## src/rtl/game_pkg.sv

```systemverilog
// Shared definitions for the fighting-game blocks: state encoding, field
// widths and the saturating health decrement. The controller, display,
// LED and sprite blocks all import this package.
package game_pkg;

  localparam int GAME_STATE_W = 3;
  localparam int HEALTH_W     = 3;
  localparam int SECS_W       = 7;

  typedef enum logic [GAME_STATE_W-1:0] {
    S_IDLE      = 3'd0,
    S_COUNTDOWN = 3'd1,
    S_FIGHT     = 3'd2,
    S_P1_WIN    = 3'd3,
    S_P2_WIN    = 3'd4,
    S_EQ        = 3'd5
  } game_state_e;

  // One hit removes one health point; an empty bar stays empty.
  function automatic logic [HEALTH_W-1:0] health_dec(input logic [HEALTH_W-1:0] h);
    return (h == '0) ? h : h - HEALTH_W'(1);
  endfunction

endpackage

```

## src/rtl/sec_tick_gen.sv

```systemverilog
// One-second strobe generator. Counts 0..CLK_HZ-1 and raises tick for the
// single cycle in which the counter sits at its last value, so the strobe
// lands on the edge where the count wraps. clr restarts a full second.
// CLK_HZ must be at least 2.
module sec_tick_gen #(
  parameter int CLK_HZ = 50000000
) (
  input  logic clk,
  input  logic rst,
  input  logic clr,
  output logic tick
);

  localparam int CNT_W = (CLK_HZ > 2) ? $clog2(CLK_HZ) : 1;
  localparam logic [CNT_W-1:0] CNT_LAST = CNT_W'(CLK_HZ - 1);
  localparam logic [CNT_W-1:0] CNT_PRE  = CNT_W'(CLK_HZ - 2);

  logic [CNT_W-1:0] cnt;

  // Free-running second counter with a registered strobe at the wrap value.
  always_ff @(posedge clk) begin
    if (rst || clr) begin
      cnt  <= '0;
      tick <= 1'b0;
    end else begin
      cnt  <= (cnt == CNT_LAST) ? '0 : cnt + CNT_W'(1);
      tick <= (cnt == CNT_PRE);
    end
  end

endmodule

```

## src/rtl/match_controller.sv

```systemverilog
// Top-level match sequencer: IDLE -> COUNTDOWN -> FIGHT -> result -> IDLE.
// Owns both health counters and the seconds-remaining display value.
// Build option: define MATCH_TIMEOUT_EN to enable the FIGHT time limit;
// without it a fight ends only on a knockout and secs_left stays 0.
module match_controller
  import game_pkg::*;
#(
  parameter int CLK_HZ      = 50000000,
  parameter int COUNTDOWN_S = 3,
  parameter int FIGHT_S     = 99,
  parameter int RESULT_S    = 5,
  parameter int MAX_HEALTH  = 3
) (
  input  logic                    clk,
  input  logic                    rst,
  input  logic                    start,
  input  logic                    p1_hit,
  input  logic                    p2_hit,
  output logic [GAME_STATE_W-1:0] game_state,
  output logic [HEALTH_W-1:0]     p1_health,
  output logic [HEALTH_W-1:0]     p2_health,
  output logic [SECS_W-1:0]       secs_left,
  output logic                    tick
);

  localparam logic [HEALTH_W-1:0] HP_FULL = HEALTH_W'(MAX_HEALTH);

  game_state_e         state, nxt_state;
  logic [HEALTH_W-1:0] nxt_p1, nxt_p2, hit_p1, hit_p2;
  logic [SECS_W-1:0]   nxt_secs;
  logic                last_sec;
  logic                clr;

  assign game_state = state;
  assign last_sec   = tick && (secs_left == SECS_W'(1));
  // Every state entry restarts the second counter so the first second is full.
  assign clr        = (nxt_state != state);

  sec_tick_gen #(.CLK_HZ(CLK_HZ)) u_tick (
    .clk  (clk),
    .rst  (rst),
    .clr  (clr),
    .tick (tick)
  );

  // Next-state, health and countdown decisions for the coming edge.
  always_comb begin
    nxt_state = state;
    nxt_p1    = p1_health;
    nxt_p2    = p2_health;
    nxt_secs  = secs_left;
    hit_p1    = p1_hit ? health_dec(p1_health) : p1_health;
    hit_p2    = p2_hit ? health_dec(p2_health) : p2_health;
    case (state)
      S_IDLE: begin
        if (start) begin
          nxt_state = S_COUNTDOWN;
          nxt_secs  = SECS_W'(COUNTDOWN_S);
          nxt_p1    = HP_FULL;
          nxt_p2    = HP_FULL;
        end
      end
      S_COUNTDOWN: begin
        if (last_sec) begin
          nxt_state = S_FIGHT;
`ifdef MATCH_TIMEOUT_EN
          nxt_secs  = SECS_W'(FIGHT_S);
`else
          nxt_secs  = '0;
`endif
        end else if (tick) begin
          nxt_secs = secs_left - SECS_W'(1);
        end
      end
      S_FIGHT: begin
        nxt_p1 = hit_p1;
        nxt_p2 = hit_p2;
        // Knockout is judged on post-hit values and beats a same-cycle timeout.
        if (hit_p1 == '0 && hit_p2 == '0) begin
          nxt_state = S_EQ;
          nxt_secs  = SECS_W'(RESULT_S);
        end else if (hit_p1 == '0) begin
          nxt_state = S_P2_WIN;
          nxt_secs  = SECS_W'(RESULT_S);
        end else if (hit_p2 == '0) begin
          nxt_state = S_P1_WIN;
          nxt_secs  = SECS_W'(RESULT_S);
        end
`ifdef MATCH_TIMEOUT_EN
        else if (last_sec) begin
          nxt_secs = SECS_W'(RESULT_S);
          if (hit_p1 > hit_p2)      nxt_state = S_P1_WIN;
          else if (hit_p1 < hit_p2) nxt_state = S_P2_WIN;
          else                      nxt_state = S_EQ;
        end else if (tick) begin
          nxt_secs = secs_left - SECS_W'(1);
        end
`endif
      end
      S_P1_WIN, S_P2_WIN, S_EQ: begin
        if (last_sec) begin
          nxt_state = S_IDLE;
          nxt_secs  = '0;
        end else if (tick) begin
          nxt_secs = secs_left - SECS_W'(1);
        end
      end
      default: begin
        nxt_state = S_IDLE;
        nxt_secs  = '0;
      end
    endcase
  end

  // Registered match state, healths and seconds display.
  always_ff @(posedge clk) begin
    if (rst) begin
      state     <= S_IDLE;
      p1_health <= HP_FULL;
      p2_health <= HP_FULL;
      secs_left <= '0;
    end else begin
      state     <= nxt_state;
      p1_health <= nxt_p1;
      p2_health <= nxt_p2;
      secs_left <= nxt_secs;
    end
  end

endmodule
```

## config.mk

```make
export PLATFORM = sky130hd
export DESIGN_NAME = match_controller
export DESIGN_NICKNAME = d
export VERILOG_FILES = /design/src/rtl/game_pkg.sv /design/src/rtl/sec_tick_gen.sv /design/src/rtl/match_controller.sv
export SDC_FILE = /design/constraint.sdc
export NUM_CORES = 1
export LEC_CHECK = 0
export CORE_ASPECT_RATIO = 1.75
export CORE_MARGIN = 2
export CORE_UTILIZATION = 35
export CTS_CLUSTER_DIAMETER = 40
export CTS_CLUSTER_SIZE = 14
export DETAILED_ROUTE_END_ITERATION = 16
export GPL_TIMING_DRIVEN = 1
export HOLD_SLACK_MARGIN = 0.02
export MAX_ROUTING_LAYER = met4
export SYNTH_ARGS = -nofsm -noshare
export SYNTH_HDL_FRONTEND = slang
export SYNTH_SLANG_ARGS = --single-unit
```

## constraint.sdc

```tcl
create_clock -name clk -period 3.7 [get_ports clk]
set_input_delay 0.555 -clock clk [delete_from_list [all_inputs] [get_ports clk]]
set_output_delay 0.555 -clock clk [all_outputs]
set_load 0.01 [all_outputs]
```

==> impl_metrics.tcl <==
set metrics [dict create \
    finalHoldViolCount 0 \
    crit_chain "or3b_1, or4_4, o2bb2ai_4, a31o_2, nor4_1" \
    synthCells 272 \
    synth_nets 287 \
    final_antenna_net_count 0 \
    multiInputGateArea_um2 1381 \
    cts_htree_levels 2 \
    grt_util_met1_pct 16.39 \
    final_common_cell "dfxtp_1" \
    antenna_found_initial 0 \
    synthAdderAreaFrac_pct 5.291 \
    slew_headroom_pct 52.85 \
    clockPowerShare_pct 47.2 \
    netlist_area_um2 2365 \
    crit_path_max_fanout 13 \
    hp-class "flop to flop" \
    status "completed" \
    synth.area.mux_share_pct 0.4233 \
    cts_buffer_depth 2 \
    vias_per_cell 5.368 \
    ys.warnings.count 0 \
    wl_per_cell_um 13.88 \
    leakage_uw 0.0009534 \
    async_flop_share_pct 0 \
    crit_arrival_ps 2820 \
    r2r_start "game_state[1]$_SDFF_PP0_" \
    cap_violations 0 \
    cp-end-kind "flop" \
    critPathBufInv 0 \
    r2r_slack_ps 1080 \
    drv_slew 0 \
    cts_made_buffers 5 \
    placed_cells 367 \
    numPortBuffers 21 \
    cts_setup_buffers 0 \
    synth.distinct_cells 48 \
    postCtsResizedCells 0 \
    area.growth.synth_to_final_pct 18.73 \
    use_met3_pct 3.678 \
    globalRouteTotalUtil_pct 16.12 \
    critical_path_class "flop to flop" \
    pin_count 22 \
    p_comb_share_pct 8.6 \
    drc 0 \
    design_area_um2 2808 \
    holdBufCountCts 0 \
    top_usage_layer "met2" \
    cts_tree "done" \
    power.total_uw 1092 \
    n_antenna_cell 0 \
    drive_above_1_share_pct 9.898 \
    root_buffer "clkbuf_16" \
    synthSimpleGateAreaFrac_pct 30.58 \
    holdCritStartpoint "u_tick.cnt[0]$_SDFF_PP0_" \
    worstMarginPinSlew_ps 704.7 \
    ir_drop_v 0.0002098 \
    grt-ovfl-total 0 \
    clock-sinks 43 \
    power_frac_seq_pct 44.3 \
    rr_worst_depth 5 \
    grt_pass1_wl_um 9211 \
    place.gp.congestion 0.8508 \
    final_core_util_pct 42.94 \
    synth_xor_xnor_area_share_pct 9.259 \
    use_met2_pct 28.67 \
    ys_seq_area_share_pct 36.40 \
    fin_skew_ps 8.263 \
    path_delay_family "simple AND/OR/NAND/NOR gates" \
    dieArea_um2 7456 \
    startpoint_type "flop" \
    required_ps 3900 \
    drt_wl_total_um 5204 \
    placed_cell_area_um2 2634 \
    regToRegEndpoint "u_tick.tick$_SDFF_PP0_" \
    holdPathEnd "u_tick.cnt[0]$_SDFF_PP0_" \
    power_density_nw_per_um2 388.8 \
    fin_setup_tns_ps 0 \
    grt_max_degree 17 \
    fp-row-count 39 \
    drt_iter0_drc 129 \
    rsz0062_at_grt "false" \
    core_um2 6539 \
    path_clk_slew_ps 60 \
    synth_edf_count 0 \
    synth_compound_area_share_pct 12.86 \
    slowest_delay_ps 600 \
    dp_hpwl_um 3905 \
    layout_common_cells "dfxtp_1 (43), nor2_1 (27), clkdlybuf4s50_1 (21), nor3_1 (18)" \
    avgSynthCellArea_um2 8.694 \
    die_h_um 112.7 \
    critPathSlowestCell "or4_4" \
    hold_depth 1 \
    layout.cells.non_filler 375 \
    synth-main-ff-cell "dfxtp_1" \
    nNetsFinal 307 \
    fill_cells 683 \
    max_freq_mhz 381.5 \
    setup_viol 0 \
    num_vias 2013 \
    synth_seq_cells 43 \
    insertion_delay_ps 290 \
    post-route-min-period_ps 2621 \
    synth_top_family_by_area "simple AND/OR/NAND/NOR gates" \
    drtPass1Iterations 6 \
    fin_crit_sh_pct 70.84 \
    internal_power_uw 847.9 \
    die_w_um 66.14 \
    first_global_vias 2043 \
    start_util_pct 36.17 \
    power.net_switching_uw 243.6 \
    netSwitchingFraction_pct 22.32 \
    regArea_um2 860.8 \
]
## stage by stage
step | hold WS, ps | setup slack (ps)
5_1_grt | 522.7 | 908.7
4_1_cts | 488.4 | 1073
3_3_place_gp | 467.8 | 975.5
6_report | 481.9 | 1079
2_1_floorplan | 446.5 | 1266
3_5_place_dp | 474.2 | 932.1
## worst reg2reg max path: cells and delay by family, from the launching register on
family / cells / cell delay, ps
flip-flops: 1 / 570
AND/OR/NAND/NOR: 3 / 1390
AO/OA/AOI/OAI: 2 / 580
## cells in the mapped netlist, drive strengths merged, types with 4 or more instances
library cell	instances	area, um^2
a21oi	12	60.06
and4	4	35.03
buf	6	43.79
clkbuf	4	15.01
dfxtp	43	860.8
ha	10	125.1
inv	17	63.81
nand2	8	30.03
nand2b	6	37.54
nand3	14	70.07
nand4	6	37.54
nor2	37	163.9
nor3	18	90.09
nor4	4	25.02
nor4b	5	43.79
nor4bb	6	60.06
o21ai	5	25.02
xnor2	17	148.9
xor2	8	70.07
## cell families after synthesis
logic type	count (synthesis)
and+or+nand+nor	126
DFF	43
AOI/OAI and AO/OA	40
buffers and inverters	27
xor gates and xnor gates	25
adders and majority gates	10
muxes	1
## worst max path at each step
stage                                    startpoint                         to  slack [ps]  depth (start not counted)
final                      game_state[1]$_SDFF_PP0_     u_tick.tick$_SDFF_PP0_        1080                          5
after global routing       game_state[1]$_SDFF_PP0_     u_tick.tick$_SDFF_PP0_         910                          5
after CTS                  game_state[1]$_SDFF_PP0_     u_tick.tick$_SDFF_PP0_        1070                          5
after detailed placement                     p2_hit     u_tick.tick$_SDFF_PP0_         930                          6
after global placement                       p1_hit     u_tick.tick$_SDFF_PP0_         980                          6
after floorplan           p1_health[0]$_SDFFE_PP1P_  u_tick.cnt[21]$_SDFF_PP0_        1270                          9
## sequential cells by signal, indices dropped and copies added (netlist names)
| name | count |
|---|---|
| u_tick.cnt | 26 |
| p1_health | 3 |
| secs_left | 7 |
| game_state | 3 |
| u_tick.tick | 1 |
| p2_health | 3 |
## routing by layer
metal / part of all wire (%) / vias up
li1: - / 1008
met1: 38 / 962
met2: 57 / 35
met3: 2.8 / 8
met4: 1.5 / 0
met5: 0 / -
## layout make-up
| cell class | instances | share of cell area (%) |
|---|---|---|
| clock buffer | 6 | 4.947 |
| clock inverter | 2 | 1.248 |
| inverter | 17 | 2.273 |
| multi-input combinational | 202 | 49.20 |
| sequential | 43 | 30.66 |
| tap | 82 | 3.654 |
| timing repair buffer | 23 | 8.021 |
## power by group through the flow
stage / combinational [uW] / sequential [uW] / clock, uW
after floorplan: 63.8 / 492 / 0
after global placement: 92.9 / 493 / 0
after detailed placement: 93.3 / 493 / 0
after CTS: 94.0 / 483 / 534
after global routing: 105 / 484 / 555
final: 93.4 / 483 / 515
Power figures use the tool's default switching activity.
